## src/rtl/vga_pkg.sv

```systemverilog
// vga_pkg: shared 640x480@60 timing defaults, sync polarity encoding and control bundle.
package vga_pkg;
    localparam int H_ACTIVE_DEF = 640;
    localparam int H_FP_DEF     = 16;
    localparam int H_SYNC_DEF   = 96;
    localparam int H_BP_DEF     = 48;
    localparam int V_ACTIVE_DEF = 480;
    localparam int V_FP_DEF     = 10;
    localparam int V_SYNC_DEF   = 2;
    localparam int V_BP_DEF     = 33;
    localparam logic POL_ACTIVE_LOW = 1'b0;

    // Controls are carried active-high internally; polarity is applied only at the pins.
    typedef struct packed {
        logic display;
        logic hsync;
        logic vsync;
        logic line_start;
        logic frame_start;
    } ctrl_t;

    function automatic logic sync_level(input logic active, input logic pol);
        return active ? pol : ~pol;
    endfunction
endpackage

```

## src/rtl/vga_timing_gen_if.sv

```systemverilog
// vga_timing_gen_if: enable input and raster/sync outputs of the VGA timing generator.
interface vga_timing_gen_if #(parameter int CW = 11);
    logic          enable;
    logic [CW-1:0] x;
    logic [CW-1:0] y;
    logic          displayArea;
    logic          VGA_HS;
    logic          VGA_VS;
    logic          VGA_BLANK_N;
    logic          line_start;
    logic          frame_start;
    logic [7:0]    frame_count;
    modport master (input enable, output x, y, displayArea, VGA_HS, VGA_VS, VGA_BLANK_N,
                    line_start, frame_start, frame_count);
    modport slave  (output enable, input x, y, displayArea, VGA_HS, VGA_VS, VGA_BLANK_N,
                    line_start, frame_start, frame_count);
endinterface

```

## src/rtl/vga_ctrl_delay.sv

```systemverilog
// vga_ctrl_delay: enable-gated shift register of DEPTH stages; a plain wire at DEPTH 0.
module vga_ctrl_delay #(
    parameter int DEPTH = 0,
    parameter int WIDTH = 1
) (
    input  logic             clk,
    input  logic             rst,
    input  logic             en,
    input  logic [WIDTH-1:0] d,
    output logic [WIDTH-1:0] q
);
    if (DEPTH == 0) begin : g_pass
        logic unused_ok;
        assign unused_ok = ^{clk, rst, en};
        assign q = d;
    end else begin : g_pipe
        logic [DEPTH-1:0][WIDTH-1:0] pipe_q, pipe_d;
        always_comb begin
            pipe_d = pipe_q;
            if (en) begin
                pipe_d[0] = d;
                for (int i = 1; i < DEPTH; i++) pipe_d[i] = pipe_q[i-1];
            end
        end
        always_ff @(posedge clk) begin
            if (rst) pipe_q <= '0;
            else     pipe_q <= pipe_d;
        end
        assign q = pipe_q[DEPTH-1];
    end
endmodule

```

## src/rtl/vga_timing_gen.sv

```systemverilog
// vga_timing_gen: parametrised VGA raster counters with registered, optionally delayed sync/display controls.
module vga_timing_gen
    import vga_pkg::*;
#(
    parameter int   H_ACTIVE   = H_ACTIVE_DEF,
    parameter int   H_FP       = H_FP_DEF,
    parameter int   H_SYNC     = H_SYNC_DEF,
    parameter int   H_BP       = H_BP_DEF,
    parameter int   V_ACTIVE   = V_ACTIVE_DEF,
    parameter int   V_FP       = V_FP_DEF,
    parameter int   V_SYNC     = V_SYNC_DEF,
    parameter int   V_BP       = V_BP_DEF,
    parameter logic HS_POL     = POL_ACTIVE_LOW,
    parameter logic VS_POL     = POL_ACTIVE_LOW,
    parameter int   PIPE_DELAY = 0,
    parameter int   CW         = 11
) (
    input logic VGA_CLK,
    input logic reset,
    vga_timing_gen_if.master vga
);
    localparam int H_TOTAL = H_ACTIVE + H_FP + H_SYNC + H_BP;
    localparam int V_TOTAL = V_ACTIVE + V_FP + V_SYNC + V_BP;
    localparam logic [CW-1:0] H_LAST = CW'(H_TOTAL - 1);
    localparam logic [CW-1:0] V_LAST = CW'(V_TOTAL - 1);
    localparam logic [CW-1:0] H_VIS  = CW'(H_ACTIVE);
    localparam logic [CW-1:0] V_VIS  = CW'(V_ACTIVE);
    localparam logic [CW-1:0] HS_BEG = CW'(H_ACTIVE + H_FP);
    localparam logic [CW-1:0] HS_END = CW'(H_ACTIVE + H_FP + H_SYNC);
    localparam logic [CW-1:0] VS_BEG = CW'(V_ACTIVE + V_FP);
    localparam logic [CW-1:0] VS_END = CW'(V_ACTIVE + V_FP + V_SYNC);

    logic [CW-1:0] x_q, x_d, y_q, y_d;
    logic [7:0]    fc_q, fc_d;
    ctrl_t         ctrl_q, ctrl_d, ctrl_o;
    logic          adv_q, adv_d;
    logic          x_wrap, y_wrap;

    always_comb begin
        x_wrap = x_q == H_LAST;
        y_wrap = y_q == V_LAST;
        x_d    = vga.enable ? (x_wrap ? '0 : x_q + 1'b1) : x_q;
        y_d    = (vga.enable && x_wrap) ? (y_wrap ? '0 : y_q + 1'b1) : y_q;
        fc_d   = fc_q + {7'd0, vga.enable && x_wrap && y_wrap};
        ctrl_d = vga.enable ? '{display:     x_q < H_VIS && y_q < V_VIS,
                                hsync:       x_q >= HS_BEG && x_q < HS_END,
                                vsync:       y_q >= VS_BEG && y_q < VS_END,
                                line_start:  x_q == '0,
                                frame_start: x_q == '0 && y_q == '0}
                            : ctrl_q;
        adv_d  = vga.enable;
    end

    always_ff @(posedge VGA_CLK) begin
        if (reset) begin
            x_q    <= '0;
            y_q    <= '0;
            fc_q   <= '0;
            ctrl_q <= '0;
            adv_q  <= 1'b0;
        end else begin
            x_q    <= x_d;
            y_q    <= y_d;
            fc_q   <= fc_d;
            ctrl_q <= ctrl_d;
            adv_q  <= adv_d;
        end
    end

    vga_ctrl_delay #(.DEPTH(PIPE_DELAY), .WIDTH($bits(ctrl_t))) u_delay (
        .clk(VGA_CLK),
        .rst(reset),
        .en (vga.enable),
        .d  (ctrl_q),
        .q  (ctrl_o)
    );

    // Pulses are qualified by the last edge having advanced, so a stall never stretches them.
    assign vga.x           = x_q;
    assign vga.y           = y_q;
    assign vga.frame_count = fc_q;
    assign vga.displayArea = ctrl_o.display;
    assign vga.VGA_BLANK_N = ctrl_o.display;
    assign vga.VGA_HS      = sync_level(ctrl_o.hsync, HS_POL);
    assign vga.VGA_VS      = sync_level(ctrl_o.vsync, VS_POL);
    assign vga.line_start  = ctrl_o.line_start & adv_q;
    assign vga.frame_start = ctrl_o.frame_start & adv_q;
endmodule

```

## src/flat_wrapper.sv

```systemverilog
// flat-port wrapper written by rule: the top's interface ports become plain ports
module vga_timing_gen_flat import vga_pkg::*;
#(
    parameter int   H_ACTIVE   = H_ACTIVE_DEF,
    parameter int   H_FP       = H_FP_DEF,
    parameter int   H_SYNC     = H_SYNC_DEF,
    parameter int   H_BP       = H_BP_DEF,
    parameter int   V_ACTIVE   = V_ACTIVE_DEF,
    parameter int   V_FP       = V_FP_DEF,
    parameter int   V_SYNC     = V_SYNC_DEF,
    parameter int   V_BP       = V_BP_DEF,
    parameter logic HS_POL     = POL_ACTIVE_LOW,
    parameter logic VS_POL     = POL_ACTIVE_LOW,
    parameter int   PIPE_DELAY = 0,
    parameter int   CW         = 11
)
  (VGA_CLK, reset, vga_enable, vga_x, vga_y, vga_displayArea, vga_VGA_HS, vga_VGA_VS, vga_VGA_BLANK_N, vga_line_start, vga_frame_start, vga_frame_count);
  vga_timing_gen_if #(.CW(CW)) vga_i ();
  input logic VGA_CLK;
  input logic reset;
  input wire logic [$bits(vga_i.enable)-1:0] vga_enable;
  output wire logic [$bits(vga_i.x)-1:0] vga_x;
  output wire logic [$bits(vga_i.y)-1:0] vga_y;
  output wire logic [$bits(vga_i.displayArea)-1:0] vga_displayArea;
  output wire logic [$bits(vga_i.VGA_HS)-1:0] vga_VGA_HS;
  output wire logic [$bits(vga_i.VGA_VS)-1:0] vga_VGA_VS;
  output wire logic [$bits(vga_i.VGA_BLANK_N)-1:0] vga_VGA_BLANK_N;
  output wire logic [$bits(vga_i.line_start)-1:0] vga_line_start;
  output wire logic [$bits(vga_i.frame_start)-1:0] vga_frame_start;
  output wire logic [$bits(vga_i.frame_count)-1:0] vga_frame_count;
  assign vga_i.enable = vga_enable;
  assign vga_x = vga_i.x;
  assign vga_y = vga_i.y;
  assign vga_displayArea = vga_i.displayArea;
  assign vga_VGA_HS = vga_i.VGA_HS;
  assign vga_VGA_VS = vga_i.VGA_VS;
  assign vga_VGA_BLANK_N = vga_i.VGA_BLANK_N;
  assign vga_line_start = vga_i.line_start;
  assign vga_frame_start = vga_i.frame_start;
  assign vga_frame_count = vga_i.frame_count;
  vga_timing_gen #(.H_ACTIVE(H_ACTIVE), .H_FP(H_FP), .H_SYNC(H_SYNC), .H_BP(H_BP), .V_ACTIVE(V_ACTIVE), .V_FP(V_FP), .V_SYNC(V_SYNC), .V_BP(V_BP), .HS_POL(HS_POL), .VS_POL(VS_POL), .PIPE_DELAY(PIPE_DELAY), .CW(CW)) u_core (.VGA_CLK(VGA_CLK), .reset(reset), .vga(vga_i));
endmodule
```

## config.mk

```make
export PLATFORM = sky130hd
export DESIGN_NAME = vga_timing_gen_flat
export DESIGN_NICKNAME = d
export VERILOG_FILES = /design/src/rtl/vga_pkg.sv /design/src/rtl/vga_timing_gen_if.sv /design/src/rtl/vga_ctrl_delay.sv /design/src/rtl/vga_timing_gen.sv /design/src/flat_wrapper.sv
export SDC_FILE = /design/constraint.sdc
export NUM_CORES = 1
export LEC_CHECK = 0
export ABC_AREA = 1
export CELL_PAD_IN_SITES_DETAIL_PLACEMENT = 1
export CELL_PAD_IN_SITES_GLOBAL_PLACEMENT = 1
export CORE_MARGIN = 2
export CORE_UTILIZATION = 35
export CTS_BUF_LIST = sky130_fd_sc_hd__clkbuf_16
export DETAILED_ROUTE_END_ITERATION = 8
export PLACE_DENSITY_LB_ADDON = 0.1
export SKIP_LAST_GASP = 1
export SYNTH_ARGS = -nofsm -noshare
export SYNTH_HDL_FRONTEND = slang
export SYNTH_HIERARCHICAL = 1
export SYNTH_SLANG_ARGS = --single-unit
```

## constraint.sdc

```tcl
create_clock -name VGA_CLK -period 2.6 [get_ports VGA_CLK]
set_input_delay 0.39 -clock VGA_CLK [delete_from_list [all_inputs] [get_ports VGA_CLK]]
set_output_delay 0.39 -clock VGA_CLK [all_outputs]
set_load 0.01 [all_outputs]
```

==> impl_metrics.py, run 1 <==
metrics = {
    "floorplan": {
        "die_h_um": 77.0,
        "initial_core_util_pct": 36.3,
        "boundaryPins": 39,
        "fp-row-count": 26,
        "die_x_um": 77.0,
        "coreArea_um2": 5140,
        "die_area_um2": 5930,
    },
    "critical_path": {
        "reg2regPathDepth": 15,
        "cp-end-kind": "flop",
        "crit_path_frequent_cell": "nor2_1",
        "critPathKind": "flop to flop",
        "path_cells": "inv_1 -> ha_1 -> inv_1 -> nor2_1 -> nand3_1 -> nor2_1 -> ha_1 -> ha_1 -> nand2_1 -> inv_1 -> nand2_1 -> nor2_1 -> nand3_1 -> nand2_1 -> nor2_1",
        "cp_slowest_stage_delay_ns": 0.33,
        "start_kind": "flop",
        "r2r_slack_ns": 0.44,
        "arrival_ns": 2.33,
        "slowest_stage": "dfxtp_1",
        "required_ns": 2.77,
        "r2r-start": "u_core/vga.y[0]",
        "reg2reg_to": "u_core/vga.frame_count[6]",
        "crit_fanout": 4,
    },
    "cells_and_area": {
        "multiInputGateArea_um2": 910,
        "layout-drive-gt1-share_pct": 6.45,
        "diodes": 0,
        "fin_util_pct": 46.8,
        "final-seq-area_um2": 721,
        "mostFrequentLayoutCells": "nand2_1, nor2_1, inv_1, clkdlybuf4s50_1, dfxtp_1",
        "fin_cells": 380,
        "fill_cells": 683,
        "areaGrowthSynthToFinish_pct": 29.0,
        "final_common_cell": "nand2_1",
        "nNetsFinal": 319,
    },
    "drt": {
        "drc_errors": 0,
        "via_per_inst": 4.73,
        "routed-via-count": 1799,
        "drt-total-wl_um": 4980,
        "postRouteAntennaNets": 0,
        "drt-initial-drc-count": 58,
        "wl_per_cell_um": 13.1,
        "dr.pass1.iters": 4,
    },
    "timing": {
        "finalMaxSlewViolations": 0,
        "finalCritPeriodShare_pct": 83.0,
        "hold_viol": 0,
        "slew_headroom_pct": 70.3,
        "finalClockSkew_ns": 0.00365,
        "worst_slew_pin_slew_ns": 0.444,
        "min_period_ns": 2.16,
        "max_freq_mhz": 464,
        "tns_ns": 0,
        "setup_viol": 0,
        "rsz0062_at_grt": "false",
    },
    "clock_tree": {
        "cts_tree": "built",
        "cts-hold-fix-buffers": 0,
        "cts-root-buf": "clkbuf_16",
        "clk_latency_ns": 0.28,
        "cts_max_level": 2,
        "cts_made_buffers": 5,
        "post_cts_buffers": 0,
        "clkTransAtPathRegs_ns": 0.05,
        "clk_path_buf_depth": 2,
        "cts.sinks": 36,
        "cts_resized": 0,
    },
    "global_routing": {
        "grt_usage_pct": 18.0,
        "first_global_vias": 1751,
        "grt.busiest_layer": "met2",
        "grt_use_met3_pct": 4.12,
        "use_met1_pct": 23.1,
        "grt_max_degree": 16,
        "grt_overflow": 0,
        "antenna_found_initial": 0,
        "grt_use_met2_pct": 29.7,
        "grt_pass1_wl_um": 8470,
    },
    "hold_path": {
        "hold_start": "u_core/ctrl_q[3]",
        "whs_endpoint": "u_core/ctrl_q[3]",
        "hold_class": "flop to flop",
        "holdPathStages": 2,
    },
    "synth": {
        "syn_area_um2": 1870,
        "synth_edf_count": 0,
        "ys_ff_latch": 36,
        "ys.flop_type": "dfxtp_1",
        "synthArstFlopShare_pct": 0,
        "synth_seq_area_share_pct": 38.6,
        "synthDistinctLibCells": 25,
        "synth_warnings": 6,
        "synth.avg_cell_area_um2": 6.84,
        "synth_cells": 273,
        "synthesis.nets": 282,
    },
    "pwr": {
        "power_leakage_nw": 0.926,
        "p_switching_mw": 0.260,
        "power_frac_seq_pct": 47.7,
        "intPower_mw": 0.926,
        "sw_frac_of_total_pct": 21.9,
        "peakVddDrop_mv": 0.291,
        "power_frac_comb_pct": 4.9,
        "p_per_area_nw_per_um2": 493,
        "pwr-share-clk_pct": 47.5,
    },
    "status": {
        "status": "completed",
    },
    "place": {
        "dp_cells": 373,
        "post-dp-hpwl_um": 3810,
        "gp_congestion": 0.837,
        "numPortBuffers": 38,
    },
    "job": {
        "drv_cap": 0,
    },
}
metrics by stage:
| stage | setup slack, ns | instance area, um^2 | hold WS (ns) | power (mW) |
|---|---|---|---|---|
| after detailed placement | 0.203 | 2270 | 0.465 | 0.635 |
| after CTS | 0.430 | 2410 | 0.473 | 1.21 |
| after global placement | 0.267 | 2270 | 0.456 | 0.634 |
| after global routing | 0.174 | 2410 | 0.499 | 1.23 |
| after floorplan | 0.679 | 1870 | 0.446 | 0.614 |
| final | 0.443 | 2410 | 0.467 | 1.19 |
power groups by stage:
stage	Clock [mW]	Combinational, mW	Sequential, mW
floorplan	0	0.0375	0.577
global placement	0	0.0570	0.577
detailed placement	0	0.0581	0.577
CTS	0.582	0.0582	0.565
global route	0.602	0.0644	0.566
finish	0.563	0.0577	0.565
final cells by class:
type	instances	share of cell area (%)
inverters	41	6.39
clock buffers	5	5.20
well taps	70	3.64
clock inverters	2	0.312
flip-flops and latches	36	29.9
repair buffers	41	16.7
multi-input cells	185	37.8
worst max-delay path by stage:
| stage | start | endpoint | cells after the start |
|---|---|---|---|
| 6_report | u_core/vga.y[0] | u_core/vga.frame_count[6] | 15 |
| 4_1_cts | u_core/vga.y[0] | u_core/vga.frame_count[6] | 15 |
| 2_1_floorplan | u_core/vga.x[0] | u_core/vga.frame_count[6] | 14 |
| 3_3_place_gp | vga_enable | u_core/vga.frame_count[6] | 14 |
| 3_5_place_dp | vga_enable | u_core/vga.frame_count[6] | 14 |
| 5_1_grt | u_core/vga.y[0] | u_core/vga.frame_count[6] | 15 |
logic make-up after synthesis:
logic type	count (synthesis)	share of synthesized area [%]
buffers and inverters	52	12.7
flip-flops	36	38.6
AO/OA/AOI/OAI	33	9.38
XOR/XNOR	5	2.35
AND/OR/NAND/NOR	141	33.0
adder cells (fa/ha/maj)	6	4.02
Yosys cell counts, types with 2 or more instances:
master   number  share of area, %
ha_1          6               4.0
o21ai_0       7               1.9
nor3_1       12               3.2
xnor2_1       2              0.94
nand2_2       3               1.0
a21oi_1      22               5.9
buf_6         2               1.2
dfxtp_1      36                39
nor2_1       42               8.4
nand4_1       3               1.0
nand2_1      55                11
nand3_2       3               1.6
nand3_1      20               5.4
inv_1        39               7.8
o21ai_2       2              0.94
nor2_2        2              0.67
buf_4         7               2.8
xor2_1        3               1.4
sequential cells by signal, summed over array words and instances, names as in the netlist:
| name | cells |
|---|---|
| u_core/vga.x | 11 |
| u_core/vga.y | 11 |
| u_core/vga.frame_count | 8 |
| u_core/ctrl_q | 5 |
| u_core/adv_q | 1 |
worst max-delay path, delay by kind of cell (launching register included):
kind	cells	cell delay (ns)
buf+inv	3	0.24
flops	1	0.33
fa+ha+maj	3	0.52
simple gates	9	0.94
per-layer routing:
| layer | vias up | share of wire [%] |
|---|---|---|
| met4 | 0 | 1.1 |
| met5 | - | 0 |
| li1 | 927 | - |
| met1 | 836 | 47 |
| met2 | 32 | 48 |
| met3 | 4 | 3.7 |
Note: power is estimated with default switching activity, not from simulation.
==> run 2, diff against run 1 <==
clock period = 2.1 ns   (was 2.6 ns; I/O delays follow)
==> impl_metrics.py, run 2 (same netlist as run 1, synthesis figures left out) <==
metrics = {
    "cells_and_area": {
        "fin_cells": 401,
        "fin_util_pct": 50.7,
        "diodes": 0,
        "final_common_cell": "nand2_1",
        "areaGrowthSynthToFinish_pct": 39.5,
        "mostFrequentLayoutCells": "nand2_1, nor2_1, clkdlybuf4s50_1, inv_1, dfxtp_1",
        "layout-drive-gt1-share_pct": 16.0,
        "nNetsFinal": 340,
        "fill_cells": 674,
    },
    "critical_path": {
        "required_ns": 2.27,
        "r2r-start": "u_core/vga.y[0]",
        "reg2regPathDepth": 15,
        "reg2reg_to": "u_core/vga.frame_count[6]",
        "crit_buf_inv": 3,
        "crit_family": "simple AND/OR/NAND/NOR gates",
        "start_kind": "flop",
        "r2r_slack_ns": 0.16,
        "slowest_stage": "dfxtp_2",
        "arrival_ns": 2.11,
        "crit_start": "u_core/vga.y[0]",
        "cp-end-kind": "flop",
        "path_cells": "inv_2 -> ha_1 -> inv_1 -> nor2_2 -> nand3_2 -> nor2_4 -> ha_4 -> ha_2 -> nand2_1 -> inv_2 -> nand2_2 -> nor2_2 -> nand3_1 -> nand2_1 -> nor2_1",
        "cp_slowest_stage_delay_ns": 0.34,
        "critPathKind": "flop to flop",
        "crit_fanout": 4,
        "cp_num_cells": 15,
        "cp-endpoint": "u_core/vga.frame_count[6]",
    },
    "timing": {
        "finalClockSkew_ns": 0.00571,
        "worst_slew_pin_slew_ns": 0.444,
        "hold_viol": 0,
        "slew_headroom_pct": 70.3,
        "finalMaxSlewViolations": 0,
        "rsz0062_at_grt": "false",
        "setup_ws_ns": 0.161,
        "setup_viol": 0,
        "min_period_ns": 1.94,
        "max_freq_mhz": 516,
        "fin_hold_ws_ns": 0.464,
        "finalCritPeriodShare_pct": 92.3,
    },
    "global_routing": {
        "grt_max_degree": 15,
        "grt_usage_pct": 19.5,
        "grt_pass1_wl_um": 9250,
        "first_global_vias": 1970,
        "antenna_found_initial": 0,
        "grt_overflow": 0,
    },
    "clock_tree": {
        "cts-hold-fix-buffers": 0,
        "clk_latency_ns": 0.28,
        "clkTransAtPathRegs_ns": 0.06,
        "cts-root-buf": "clkbuf_16",
        "cts_tree": "built",
        "clk_path_buf_depth": 2,
        "cts.sinks": 36,
        "cts_made_buffers": 5,
        "cts_max_level": 2,
    },
    "drt": {
        "drt-total-wl_um": 5290,
        "dr.pass1.iters": 4,
        "drt-initial-drc-count": 79,
        "postRouteAntennaNets": 0,
        "via_per_inst": 4.77,
        "drc_errors": 0,
        "routed-via-count": 1913,
        "wl_per_cell_um": 13.2,
    },
    "floorplan": {
        "boundaryPins": 39,
        "die_x_um": 77.0,
        "die_area_um2": 5930,
        "initial_core_util_pct": 36.3,
        "coreArea_um2": 5140,
        "die_h_um": 77.0,
        "fp-row-count": 26,
    },
    "job": {
        "drv_cap": 0,
    },
    "place": {
        "post-dp-hpwl_um": 3940,
        "gp_congestion": 0.844,
        "dp_cells": 393,
        "dp_worst_setup_slack_ns": -0.199,
        "numPortBuffers": 38,
    },
    "pwr": {
        "totalPowerFinal_mw": 1.48,
        "pwr-share-clk_pct": 47.3,
        "power_frac_comb_pct": 5.4,
        "power_frac_seq_pct": 47.3,
        "p_per_area_nw_per_um2": 566,
        "intPower_mw": 1.15,
        "sw_frac_of_total_pct": 21.9,
        "peakVddDrop_mv": 0.297,
        "p_switching_mw": 0.323,
        "power_leakage_nw": 1.03,
    },
    "status": {
        "status": "completed",
    },
    "hold_path": {
        "hold_class": "flop to flop",
    },
}
-- run 2: changes by cell type in the layout (fill, tap and decap cells not counted), sizes merged --
cell | previous run | this run
buf | 3 | 24
-- run 2: repair_timing --
| action | CTS | global route |
|---|---|---|
| pin swaps | 0 | 2 |
| gates resized for setup | 1 | 13 |
| endpoints found under the setup margin | 1 | 4 |
| setup buffers | 0 | 1 |
-- run 2: per-layer routing --
| layer | GRT usage, % | wire, um | up-vias |
|---|---|---|---|
| met1 | 25.2 | 2480 | 914 |
| met2 | 32.6 | 2590 | 30 |
| met4 | 5.71 | 44 | 0 |
| met3 | 4.12 | 181 | 4 |
| li1 | - | - | 965 |
| met5 | 0 | 0 | - |
-- run 2: power groups by stage --
stage,clock [mW],sequential [mW],combinational [mW]
2_1_floorplan,0,0.714,0.0464
3_3_place_gp,0,0.713,0.0773
3_5_place_dp,0,0.713,0.0793
4_1_cts,0.719,0.698,0.0803
5_1_grt,0.758,0.699,0.0894
6_report,0.697,0.698,0.0797
-- run 2: worst min path at each step --
stage | start | to | slack, ns | cells after the start
final | u_core/ctrl_q[0] | u_core/ctrl_q[0] | 0.46 | 2
after global routing | u_core/ctrl_q[3] | u_core/ctrl_q[3] | 0.50 | 2
after floorplan | u_core/ctrl_q[0] | u_core/ctrl_q[0] | 0.45 | 2
after CTS | u_core/ctrl_q[3] | u_core/ctrl_q[3] | 0.47 | 2
after detailed placement | u_core/ctrl_q[3] | u_core/ctrl_q[3] | 0.46 | 2
after global placement | u_core/ctrl_q[3] | u_core/ctrl_q[3] | 0.45 | 2
-- run 2: layout make-up --
type / instances / area (um^2) / area share (%)
Tap cell: 70 / 87.6 / 3.36
Timing Repair Buffer: 62 / 561 / 21.5
Multi-Input combinational cell: 185 / 947 / 36.4
Sequential cell: 36 / 723 / 27.8
Inverter: 41 / 154 / 5.91
Clock buffer: 5 / 125 / 4.80
Clock inverter: 2 / 7.51 / 0.288
-- run 2: through the flow --
stage / setup TNS (ns) / cell area (um^2)
6_report: 0 / 2610
5_1_grt: 0 / 2610
4_1_cts: 0 / 2560
3_5_place_dp: -0.420 / 2420
3_3_place_gp: -0.224 / 2420
2_1_floorplan: 0 / 1870
-- run 2: worst reg2reg max path: stages (launching register included) --
cell	delay, ns
dfxtp_2	0.34
inv_2	0.07
ha_1	0.14
inv_1	0.05
nor2_2	0.12
nand3_2	0.15
nor2_4	0.18
ha_4	0.14
ha_2	0.16
nand2_1	0.06
inv_2	0.06
nand2_2	0.06
nor2_2	0.12
nand3_1	0.08
nand2_1	0.07
nor2_1	0.04
==> run 3, diff against run 2 <==
CORE_ASPECT_RATIO = 0.7   (was default)
==> impl_metrics.py, run 3 (same netlist as run 1, synthesis figures left out) <==
metrics = {
    "floorplan": {
        "die_x_um": 91.3,
        "fp-row-count": 22,
        "die_h_um": 65.1,
        "coreArea_um2": 5200,
        "boundaryPins": 39,
        "initial_core_util_pct": 35.9,
        "die_area_um2": 5940,
    },
    "global_routing": {
        "grt_pass1_wl_um": 9270,
        "grt_overflow": 0,
        "grt_usage_pct": 20.1,
        "antenna_found_initial": 0,
        "first_global_vias": 1866,
        "grt_max_degree": 14,
    },
    "cells_and_area": {
        "mostFrequentLayoutCells": "nand2_1, nor2_1, clkdlybuf4s50_1, inv_1, dfxtp_1",
        "diodes": 0,
        "final_common_cell": "nand2_1",
        "multiInputGateArea_um2": 932,
        "fin_util_pct": 51.0,
        "nNetsFinal": 348,
        "final-seq-area_um2": 722,
        "fill_cells": 662,
        "areaGrowthSynthToFinish_pct": 42.1,
        "layout-drive-gt1-share_pct": 18.3,
    },
    "timing": {
        "tns_ns": 0,
        "finalClockSkew_ns": 0.00407,
        "finalMaxSlewViolations": 0,
        "slew_headroom_pct": 75.9,
        "hold_viol": 0,
        "setup_ws_ns": 0.162,
        "max_freq_mhz": 516,
        "worst_slew_pin_slew_ns": 0.359,
        "fin_hold_ws_ns": 0.462,
        "setup_viol": 0,
        "finalCritPeriodShare_pct": 92.3,
        "min_period_ns": 1.94,
    },
    "hold_path": {
        "hold_start": "u_core/ctrl_q[2]",
        "hold_class": "flop to flop",
    },
    "clock_tree": {
        "cts_made_buffers": 5,
        "cts-root-buf": "clkbuf_16",
        "cts_tree": "built",
        "cts_max_level": 2,
        "clk_latency_ns": 0.28,
        "clkTransAtPathRegs_ns": 0.06,
        "clk_path_buf_depth": 2,
        "cts.sinks": 36,
    },
    "critical_path": {
        "critPathKind": "flop to flop",
        "arrival_ns": 2.11,
        "start_kind": "flop",
        "required_ns": 2.27,
        "r2r-start": "u_core/vga.y[0]",
        "path_cells": "inv_2 -> ha_1 -> inv_1 -> nor2_2 -> nand3_2 -> nor2_2 -> ha_2 -> ha_2 -> nand2_1 -> inv_2 -> nand2_2 -> nor2_2 -> nand3_1 -> nand2_1 -> nor2_1",
        "crit_start": "u_core/vga.y[0]",
        "cp_slowest_stage_delay_ns": 0.31,
        "cp-end-kind": "flop",
        "slowest_stage": "dfxtp_1",
        "crit_fanout": 3,
        "crit_path_frequent_cell": "nor2_2",
    },
    "place": {
        "dp_worst_setup_slack_ns": -0.189,
        "numPortBuffers": 38,
        "post-dp-hpwl_um": 4350,
        "gp_congestion": 0.885,
    },
    "pwr": {
        "power_frac_seq_pct": 47.0,
        "peakVddDrop_mv": 0.355,
        "p_switching_mw": 0.326,
        "sw_frac_of_total_pct": 22.0,
        "power_frac_comb_pct": 5.7,
        "power_leakage_nw": 1.07,
        "intPower_mw": 1.16,
        "p_per_area_nw_per_um2": 559,
        "pwr-share-clk_pct": 47.3,
    },
    "drt": {
        "drt-initial-drc-count": 65,
        "dr.pass1.iters": 4,
        "drt-total-wl_um": 5620,
        "via_per_inst": 4.78,
        "drc_errors": 0,
        "routed-via-count": 1965,
        "wl_per_cell_um": 13.7,
        "postRouteAntennaNets": 0,
    },
    "status": {
        "status": "completed",
    },
    "job": {
        "drv_cap": 0,
    },
}
[run 3: cell types whose count changed in the layout (fill, tap and decap cells not counted)]
cell,previous run,this run
nor2_2,4,5
inv_2,3,4
dfxtp_2,2,1
ha_4,1,0
nor2_4,2,1
clkinv_1,3,1
buf_4,24,32
clkinv_2,0,1
dfxtp_1,34,35
ha_2,2,3
[run 3: final timing paths]
path / endpoint / depth (start not counted) / slack (ns)
max: u_core/vga.frame_count[6] / 15 / 0.16
min: u_core/ctrl_q[2] / 2 / 0.46
max reg2reg: u_core/vga.frame_count[6] / 15 / 0.16
min reg2reg: u_core/ctrl_q[2] / 2 / 0.46
[run 3: final cells by class]
class	count	share of cell area [%]
well taps	72	3.40
inverters	41	5.80
clock buffers	5	4.72
multi-input cells	185	35.1
flip-flops and latches	36	27.2
repair buffers	70	23.4
clock inverters	2	0.330
[run 3: timing repair]
item | 4_1_cts | 5_1_grt
endpoints found under the setup margin | 0 | 3
gates resized for setup | 0 | 12
setup buffers | 0 | 4
hold buffers | 0 | 0
[run 3: through the flow]
step           instances  power (mW)  instance area (um^2)
5_1_grt              411        1.56                  2650
3_3_place_gp         400       0.796                  2460
2_1_floorplan        273       0.760                  1870
4_1_cts              407        1.50                  2600
6_report             411        1.48                  2650
3_5_place_dp         400       0.796                  2460
[run 3: worst max-delay path, delay by kind of cell, from the launching register on]
kind | cells | cell delay [ns]
fa+ha+maj | 3 | 0.51
buf+inv | 3 | 0.18
flops | 1 | 0.31
simple gates | 9 | 0.84
[run 3: power by group through the flow]
stage / combinational (mW) / sequential [mW] / clock (mW)
finish: 0.0844 / 0.697 / 0.701
global route: 0.0935 / 0.698 / 0.763
CTS: 0.0847 / 0.697 / 0.723
detailed placement: 0.0836 / 0.712 / 0
global placement: 0.0840 / 0.712 / 0
floorplan: 0.0464 / 0.714 / 0
[run 3: per-layer routing]
layer  vias up  routed length [um]  track usage, %
li1        988                   -               -
met1       935                3110            30.5
met2        40                2270            28.5
met3         2                 204            5.05
met4         0                  30            4.55
met5         -                   0               0
